`src/rtl/uart_arb_pkg.sv`:
```
// Shared types and default sizing for the UART transmit arbiter.
package uart_arb_pkg;

    typedef enum logic {
        IDLE = 1'b0,
        XFER = 1'b1
    } arb_state_t;

    localparam int DEF_N_REQ   = 3;
    localparam int DEF_MAX_PKT = 16;

endpackage

```
`src/rtl/rr_pick.sv`:
```
// Combinational round-robin picker: first set req bit at or above ptr, wrapping.
module rr_pick #(
    parameter int N  = 3,
    parameter int PW = (N > 1) ? $clog2(N) : 1
) (
    input  logic [N-1:0]  req,
    input  logic [PW-1:0] ptr,
    output logic [N-1:0]  win
);

    logic found;

    // Outer loop walks distance from ptr; the inner loop maps that distance to a bit.
    always_comb begin
        win   = '0;
        found = 1'b0;
        for (int k = 0; k < N; k++) begin
            for (int i = 0; i < N; i++) begin
                if (!found && req[i] && (((int'(ptr) + k) % N) == i)) begin
                    win[i] = 1'b1;
                    found  = 1'b1;
                end
            end
        end
    end

endmodule

```
`src/rtl/uart_tx_arbiter.sv`:
```
// Packet-level round-robin arbiter merging N byte streams onto one UART transmitter.
module uart_tx_arbiter
    import uart_arb_pkg::*;
#(
    parameter int N_REQ   = DEF_N_REQ,
    parameter int MAX_PKT = DEF_MAX_PKT
) (
    input  logic               osc_clk,
    input  logic               osc_reset,
    input  logic [N_REQ-1:0]   req_valid,
    input  logic [N_REQ*8-1:0] req_data,
    input  logic [N_REQ-1:0]   req_last,
    output logic [N_REQ-1:0]   req_ready,
    output logic               tx_valid,
    output logic [7:0]         tx_data,
    input  logic               tx_ready,
    output logic [N_REQ-1:0]   grant,
    output logic               pkt_trunc
);

    localparam int PW = $clog2(N_REQ);
    localparam int CW = $clog2(MAX_PKT + 1);
    localparam logic [CW-1:0] CNT_LIMIT = CW'(MAX_PKT);
    localparam logic [PW-1:0] LAST_IDX  = PW'(N_REQ - 1);

    arb_state_t       state_reg;
    logic [N_REQ-1:0] grant_reg;
    logic [PW-1:0]    rr_ptr_reg;
    logic [CW-1:0]    byte_cnt_reg;
    logic             pkt_trunc_reg;

    logic [N_REQ-1:0] win;
    logic [PW-1:0]    owner_idx;
    logic             owner_last;
    logic             handshake;
    logic [CW-1:0]    byte_cnt_next;
    logic [PW-1:0]    rr_ptr_next;

    rr_pick #(
        .N  (N_REQ),
        .PW (PW)
    ) u_rr_pick (
        .req (req_valid),
        .ptr (rr_ptr_reg),
        .win (win)
    );

    // The one-hot grant steers data and last straight through with no added latency.
    always_comb begin
        owner_idx  = '0;
        tx_data    = '0;
        owner_last = 1'b0;
        for (int i = 0; i < N_REQ; i++) begin
            if (grant_reg[i]) begin
                owner_idx  = PW'(i);
                tx_data    = req_data[8*i +: 8];
                owner_last = req_last[i];
            end
        end
    end

    generate
        for (genvar gi = 0; gi < N_REQ; gi++) begin : g_ready
            assign req_ready[gi] = grant_reg[gi] & tx_ready & ~osc_reset;
        end
    endgenerate

    assign tx_valid      = (|(grant_reg & req_valid)) & ~osc_reset;
    assign handshake     = tx_valid & tx_ready;
    assign byte_cnt_next = byte_cnt_reg + 1'b1;
    assign rr_ptr_next   = (owner_idx == LAST_IDX) ? '0 : owner_idx + 1'b1;

    always_ff @(posedge osc_clk) begin
        if (osc_reset) begin
            state_reg     <= IDLE;
            grant_reg     <= '0;
            rr_ptr_reg    <= '0;
            byte_cnt_reg  <= '0;
            pkt_trunc_reg <= 1'b0;
        end else begin
            pkt_trunc_reg <= 1'b0;
            case (state_reg)
                IDLE: begin
                    if (|req_valid) begin
                        state_reg    <= XFER;
                        grant_reg    <= win;
                        byte_cnt_reg <= '0;
                    end
                end
                XFER: begin
                    if (handshake) begin
                        byte_cnt_reg <= byte_cnt_next;
                        // A last byte landing exactly on the limit is a normal completion.
                        if (owner_last || (byte_cnt_next == CNT_LIMIT)) begin
                            state_reg     <= IDLE;
                            grant_reg     <= '0;
                            rr_ptr_reg    <= rr_ptr_next;
                            pkt_trunc_reg <= ~owner_last;
                        end
                    end
                end
                default: state_reg <= IDLE;
            endcase
        end
    end

    assign grant     = grant_reg;
    assign pkt_trunc = pkt_trunc_reg;

endmodule

```
`config.mk`:
```
export PLATFORM = sky130hd
export DESIGN_NAME = uart_tx_arbiter
export DESIGN_NICKNAME = d
export VERILOG_FILES = /design/src/rtl/uart_arb_pkg.sv /design/src/rtl/rr_pick.sv /design/src/rtl/uart_tx_arbiter.sv
export SDC_FILE = /design/constraint.sdc
export NUM_CORES = 1
export LEC_CHECK = 0
export BUFFER_PORTS_ARGS = -buffer_cell sky130_fd_sc_hd__buf_2
export CAP_MARGIN = 10
export CORE_MARGIN = 1
export CORE_UTILIZATION = 43
export DETAILED_ROUTE_END_ITERATION = 10
export PLACE_DENSITY = 0.78
export SLEW_MARGIN = 10
export SYNTH_ARGS = -nofsm -noshare
export SYNTH_HDL_FRONTEND = slang
export SYNTH_SLANG_ARGS = --single-unit
```
`constraint.sdc`:
```
create_clock -name osc_clk -period 1.63 [get_ports osc_clk]
set_input_delay 0.326 -clock osc_clk [delete_from_list [all_inputs] [get_ports osc_clk]]
set_output_delay 0.326 -clock osc_clk [all_outputs]
set_load 0.1 [all_outputs]
```
==> summary.txt, run 1 <==
Global route
  • Largest net degree at the start of global routing: 16

Timing
  • Grt repair worst endpoint: rr_ptr_reg[1]$_SDFFE_PP0P_/D
  • Worst EP kind: register data pin

Clock network
  • CTS Sinks: 12
  • Total CTS buffers: 3
  • H-tree Lvls: 1
  • CTS root buf: clkbuf_4
  • CTS Hold Buffers Added: 0
  • Clock Tree Buf Depth: 2

Status
  • Status: stopped before the end
  • Stop err: [ERROR DPL-0038] Utilization greater than 100%, impossible to legalize
  • Exit stage: global routing

Synthesis
  • Number of synthesized flops with an enable pin: 0
  • Post-synth top area cell: dfxtp_1
  • Avg Inst Size Synth: 7.45 um^2
  • Sequential area share after synthesis: 0.275
  • Warnings, synthesis: 0
  • Cell area after synthesis: 872 um^2
  • Yosys reg bits: 12
  • Top cells by area, synth: dfxtp_1 (28%), o21ai_0 (8.0%), a22oi_1 (6.9%)
  • Top FF cell, synth: dfxtp_1
  • Async S/R FF share, synth: 0
  • Post-synth top area share: 0.275
  • Synth unique cells: 34
  • Cells after synthesis: 117
  • Syn Nets: 153

Placed design
  • Gpl congestion: 0.856
  • Detail Placement HPWL: 2420 um
  • Count of input and output buffers: 48

Floorplanning
  • Rows: 15
  • Die width: 47.0 um
  • Die height: 47.0 um
  • Starting Density: 0.479
  • Ports: 49
## stage by stage
step / worst slack (ns) / instance area [um^2] / std cells / hold slack [ns]
floorplan: -0.151 / 1050 / 117 / 0.419
global placement: 0.0542 / 1540 / 198 / 0.496
detailed placement: -0.0196 / 1540 / 198 / 0.511
CTS: -0.174 / 1740 / 209 / 0.401
## logic make-up after synthesis
logic type      share of synthesized area
compound gates                      0.298
fa+ha+maj                          0.0430
buf+inv                            0.0473
flops                               0.275
simple gates                        0.336
## synthesized netlist by cell type (2+ instances only)
cell type and n:
a21oi_1 5, a22oi_1 8, a31oi_1 3, and2_1 4, clkbuf_1 4, dfxtp_1 12, ha_1 3, inv_1 4
nand2_1 13, nand3_1 5, nand3b_1 3, nand4b_1 3, nor2_1 11, nor2_4 2, nor3_1 3, o21ai_0 14
o41ai_1 3
## repair_timing
action | CTS
gates cloned | 1
resized for setup | 17
setup buffers | 6
endpoints found under the setup margin | 10
pin swaps | 12
==> run 2: changes to the inputs <==
CORE_AREA = 2 2 63 65   (was default)
CORE_MARGIN = default   (was 1)
CORE_UTILIZATION = default   (was 43)
DIE_AREA = 0 0 65 67   (was default)
PLACE_DENSITY = default   (was 0.78)
PLACE_DENSITY_LB_ADDON = 0.15   (was default)
==> run 2 against run 1 <==
The flow now finishes, with violations (setup timing). Area after synthesis unchanged. Synthesized cell count did not move.
==> summary.txt, run 2 <==
Synthesis
  • Syn Nets: between 150 and 200
  • Post-synthesis simple-gate area fraction: 0.336
  • Top cells by area, synth: dfxtp_1 (28%), o21ai_0 (8.0%), a22oi_1 (6.9%)
  • Yosys reg bits: 12
  • Number of synthesized flops with an enable pin: 0
  • Avg Inst Size Synth: 7.45 um^2
  • Warnings, synthesis: 0
  • Post-synthesis mux area share: 0
  • Async S/R FF share, synth: 0
  • Synth unique cells: 34
  • Cell area after synthesis: 872 um^2
  • Synth Area in Compound Gates: 0.298
  • Post-synth top area share: 0.275
  • Cells after synthesis: 117
  • Most common cell in the netlist: o21ai_0
  • Post-synth top area cell: dfxtp_1
  • Post-Synth Adder-Cell Area: 0.0430
  • XOR/XNOR Fraction of Synth Area: 0
  • Sequential area share after synthesis: 0.275
  • Top FF cell, synth: dfxtp_1
  • Main combinational cell family by area after synthesis: simple AND/OR/NAND/NOR gates
  • Post-synth top cells: o21ai_0 (14), nand2_1 (13), dfxtp_1 (12), nor2_1 (11), a22oi_1 (8)

Hold path
  • Beginning of the worst hold path: req_valid[0]
  • Hold WC Path Type: primary input to flop
  • Hold path cells: 4
  • Hold path endpoint: grant[0]

Clock network
  • Worst-skew pair later-pin latency: ~0.25 ns
  • TritonCTS clock tree: yes
  • Total CTS buffers: 3
  • Worst-path clk slew: around 0.060 ns
  • CTS Sinks: 12
  • Clock Tree Buf Depth: 2
  • CTS Hold Buffers Added: 0
  • CTS root buf: clkbuf_8
  • H-tree Lvls: 1

Worst setup path
  • CP arrival: 1.40 ns
  • R2R Setup Slk: 0.06 ns
  • Crit Reg-Reg Endpoint: rr_ptr_reg[1]
  • Crit-path max FO: 8
  • Path depth of the worst reg2reg path: 7
  • WP data required: around 1.3 ns
  • CP startpoint kind: flop
  • CP endpoint kind: output pin
  • R2r startpoint: grant[1]
  • CP Class: flop to output pin

Floorplanning
  • Ports: just under 50
  • Rows: 22
  • Die width: roughly 65 um
  • Die height: 67 um
  • Starting Density: 0.242
  • Die area: between 4000 and 5000 um^2
  • Core Box Area: roughly 3600 um^2

Job
  • Max-Cap Viols: 0

Global route
  • Global-route wire length before repair: between 5000 and 6000 um
  • Antenna violations before repair: 0
  • All-Layer GR Usage: 0.157
  • Largest net degree at the start of global routing: 16
  • Vias in the first global route: 1204
  • Total gr overflow: 0

Placed design
  • Gpl congestion: 0.780
  • Count of input and output buffers: 48
  • Pre-CTS setup slack: -0.0446 ns
  • # placed instances: ~220
  • Detail Placement HPWL: approximately 2500 um

Cells and area
  • Commonest non-fill, non-tap cell in the layout: buf_2
  • Fillers: 350
  • Most frequent cells in the layout: buf_2 (35), buf_4 (20), buf_12 (14)
  • Finished Layout Cells: 235
  • Area growth syn-to-layout: 103%
  • Max reg flops: 5
  • Final core occ: 0.491
  • Diodes inserted: 0
  • Share of cells above drive strength 1: 0.583
  • Final #Nets: 224

Power
  • Net switching power: 0.000413 W
  • Total chip power: 0.00107 W
  • Logic pwr share: 0.442
  • Clock share of power: 0.275
  • Leakage dissipation: 0.695 nW
  • Max VDD drop: 0.301 mV
  • Sw Share: 0.385
  • Reg power frac: 0.283
  • Internal power: 0.000660 W
  • Power per cell area: 607 nW/um^2

Status
  • Failing checks: setup timing
  • Status: finished, violations left

Timing
  • Setup Viol. Count Final: 9
  • Fmax achieved: 0.579 GHz
  • Setup Skew: 0.00529 ns
  • Min Tclk post-route: between 1.5 and 2 ns
  • Worst slew margin: 0.675
  • Final worst-path cycle share: 1.06
  • Final Hold Fails: 0
  • Max-slew violations: 0
  • Final WS setup: -0.0961 ns
  • Least-Margin Pin Slew: 0.491 ns
  • RSZ-0062 raised after global routing: true

Drt
  • Drt initial violations: 32
  • Total Wirelength: 3190 um
  • DRC: 0
  • Via count: 1167
  • Drt wl/cell: 13.6 um
  • Drt pass-1 iters: 4
  • Post-DRT Antenna Nets: 0
  • Detail-routed via count per cell: 4.97
## run 2: area by class of cell
cell class                 instances  area, um^2  share of cell area
clock buffer                       4        45.0              0.0255
inverter                           4        17.5             0.00990
timing repair buffer              71         628               0.355
multi-input combinational         96         767               0.434
tap                               48        60.1              0.0339
sequential                        12         251               0.142
## run 2: worst max-delay path by stage
stage | from | to | slack, ns
2_1_floorplan | grant[1] | tx_data[2] | -0.15
3_3_place_gp | req_valid[0] | tx_valid | -0.06
3_5_place_dp | req_valid[0] | tx_valid | -0.04
4_1_cts | grant[0] | tx_data[1] | -0.13
5_1_grt | grant[0] | tx_valid | -0.16
6_report | grant[1] | tx_data[1] | -0.1
## run 2: power by group through the flow
stage,sequential (W),combinational (W),clock (W)
2_1_floorplan,0.000338,0.000238,0
3_3_place_gp,0.000310,0.000430,0
3_5_place_dp,0.000310,0.000436,0
4_1_cts,0.000303,0.000470,0.000303
5_1_grt,0.000305,0.000496,0.000311
6_report,0.000304,0.000474,0.000295
## run 2: per-stage QoR
stage / area (um^2) / hold WS (ns) / setup TNS (ns)
floorplan: 1050 / 0.419 / -1.59
global placement: 1580 / 0.499 / -0.0603
detailed placement: 1580 / 0.501 / -0.0446
CTS: 1730 / 0.442 / -0.784
global route: 1770 / 0.478 / -1.23
finish: 1770 / 0.453 / -0.707
## run 2: kinds of logic (layout without fill, tap and decap cells)
logic type / Yosys count / count (layout)
buffers and inverters: 9 / 79
adders and majority gates: 3 / 3
and+or+nand+nor: 53 / 53
DFF: 12 / 12
AOI/OAI and AO/OA: 40 / 40
## run 2: worst max-delay path, cell delays in order (launching register included)
cell	delay, ns
dfxtp_4	0.35
buf_6	0.12
nor2_4	0.12
buf_12	0.14
a22oi_2	0.07
o21ai_4	0.16
buf_12	0.19
## run 2: layer usage
metal	vias to the layer above	track usage	wire (um)
met5	-	0	0
met4	0	0.0505	31
met3	4	0.0152	135
met2	29	0.312	1760
met1	559	0.172	1270
li1	575	-	-
## run 2: repair_timing
action / CTS / global route
endpoints found under the setup margin: 9 / 13
pin swaps: 7 / 8
resized for setup: 14 / 3
setup buffers: 4 / 3
No activity file was read; power rests on OpenSTA's default activity.
==> run 3: changes to the inputs <==
==> constraint.sdc (replaced) <==
create_clock -name osc_clk -period 1.63 [get_ports osc_clk]
set_input_delay 0.326 -clock osc_clk [delete_from_list [all_inputs] [get_ports osc_clk]]
set_output_delay 0.326 -clock osc_clk [all_outputs]
set_load 0.01 [all_outputs]
==> run 3 against run 2 <==
Worst hold slack worse by 0.0075 ns. Clock-buffer cell count is 1 lower. Fmax is 7.2% higher. Combinational power is 55% lower. Register-to-register slack hardly changed. Cell area is 18% lower. Cell count is 0.43% lower. Die area stayed put. The flow now finishes without violations. Utilization is 8.7 points lower. Critical path depth is 2 lower.
==> summary.txt, run 3 (synthesis gave the netlist of run 2 again) <==
Status
  • Status: complete, no violations

Placed design
  • Count of input and output buffers: 48
  • Pre-CTS setup slack: -0.0501 ns
  • Detail Placement HPWL: 2210 um
  • # placed instances: between 200 and 250
  • Gpl congestion: 0.868

Floorplanning
  • Rows: 22
  • Ports: just under 50
  • Starting Density: 0.242
  • Die width: 65 um
  • Die height: between 60 and 70 um
  • Die area: around 4400 um^2
  • Core Box Area: about 3600 um^2

Worst setup path
  • CP Class: flop to output pin
  • R2r startpoint: grant[1]
  • WP data required: roughly 1.3 ns
  • CP arrival: 1.28 ns
  • CP endpoint kind: output pin
  • CP startpoint kind: flop
  • Crit-path max FO: 2
  • Crit Reg-Reg Endpoint: rr_ptr_reg[1]
  • Path depth of the worst reg2reg path: 6
  • R2R Setup Slk: 0.06 ns

Drt
  • Drt initial violations: 37
  • Via count: 1153
  • DRC: 0
  • Total Wirelength: 2820 um
  • Drt pass-1 iters: 4
  • Drt wl/cell: 12.0 um
  • Detail-routed via count per cell: 4.93
  • Post-DRT Antenna Nets: 0

Clock network
  • CTS root buf: clkbuf_8
  • Worst-skew pair later-pin latency: about 0.24 ns
  • TritonCTS clock tree: yes
  • CTS Hold Buffers Added: 0
  • Total CTS buffers: 3
  • Clock Tree Buf Depth: 2
  • H-tree Lvls: 1
  • Worst-path clk slew: approximately 0.05 ns
  • CTS Sinks: 12

Cells and area
  • Diodes inserted: 0
  • Final #Nets: 224
  • Share of cells above drive strength 1: 0.532
  • Most frequent cells in the layout: buf_2 (48), buf_4 (20), nand2_1 (13)
  • Finished Layout Cells: 234
  • Commonest non-fill, non-tap cell in the layout: buf_2
  • Max reg flops: 5
  • Area growth syn-to-layout: 66.7%

Timing
  • Max-slew violations: 0
  • Final Hold Fails: 0
  • Setup Viol. Count Final: 0
  • Final WS setup: 0.0205 ns
  • Min Tclk post-route: between 1.5 and 2 ns
  • Final worst-path cycle share: 0.987
  • Fmax achieved: 0.621 GHz
  • Setup Skew: 0.00221 ns
  • Setup_tns: 0 ns
  • Worst slew margin: 0.698
  • RSZ-0062 raised after global routing: true
  • Least-Margin Pin Slew: about 0.45 ns

Power
  • Power per cell area: 544 nW/um^2
  • Leakage dissipation: 0.629 nW
  • Max VDD drop: 0.227 mV

Global route
  • Total gr overflow: 0
  • Global-route wire length before repair: approximately 4600 um
  • Largest net degree at the start of global routing: 16
  • Antenna violations before repair: 0
  • Vias in the first global route: 1034
  • All-Layer GR Usage: 0.136

Hold path
  • Hold path cells: 4
  • Hold path endpoint: grant[0]
  • Hold WC Path Type: primary input to flop
  • Beginning of the worst hold path: req_valid[0]

Job
  • Max-Cap Viols: 0
## run 3: cell count changes in the layout (fill, tap and decap cells not counted), sizes merged
cell and delta:
clkbuf -1
## run 3: per-layer routing
| layer | vias up | track usage | share of wire |
|---|---|---|---|
| met5 | - | 0 | 0 |
| met4 | 0 | 0.0718 | 0.020 |
| met3 | 5 | 0.0287 | 0.12 |
| met2 | 69 | 0.220 | 0.41 |
| met1 | 504 | 0.169 | 0.45 |
| li1 | 575 | - | - |
## run 3: per-stage QoR
stage	total power, W	utilization	hold slack (ns)	area (um^2)
2_1_floorplan	0.000388	-	0.429	872
3_5_place_dp	0.000494	0.359	0.492	1300
4_1_cts	0.000781	0.382	0.444	1380
5_1_grt	0.000839	0.403	0.486	1450
6_report	0.000790	0.403	0.446	1450
3_3_place_gp	0.000493	0.359	0.492	1300
## run 3: power by group
group          internal (W)  leakage (nW)  switching (W)
combinational      0.000109         0.508       0.000103
sequential         0.000300        0.0990     0.00000759
clock              0.000163        0.0216       0.000108
total              0.000572         0.629       0.000219
## run 3: final cells by class
cell class	instances	area, um^2
flip-flops and latches	12	246
repair buffers	71	424
clock buffers	3	41.3
well taps	48	60.1
multi-input cells	96	667
inverters	4	15.0
fillers	380	2150
## run 3: repair_timing
action,in CTS,in global routing
setup buffers,3,0
endpoints found under the setup margin,9,17
gates resized for setup,14,21
pin swaps,3,11
## run 3: critical path, stage by stage (launching register included)
cell and delay (ns):
dfxtp_2 0.33, a222oi_1 0.36, buf_4 0.19, nor2_2 0.03
buf_2 0.14
## run 3: how the worst max path moves through the flow
stage / start / endpoint / slack [ns] / cells after the start
floorplan: grant[0] / tx_data[0] / 0.15 / 4
global placement: req_valid[0] / byte_cnt_reg[1] / -0.03 / 7
detailed placement: req_valid[0] / byte_cnt_reg[2] / -0.05 / 7
CTS: grant[2] / tx_valid / 0.005 / 4
global route: grant[0] / tx_valid / -0.1 / 4
finish: grant[0] / tx_valid / 0.02 / 4
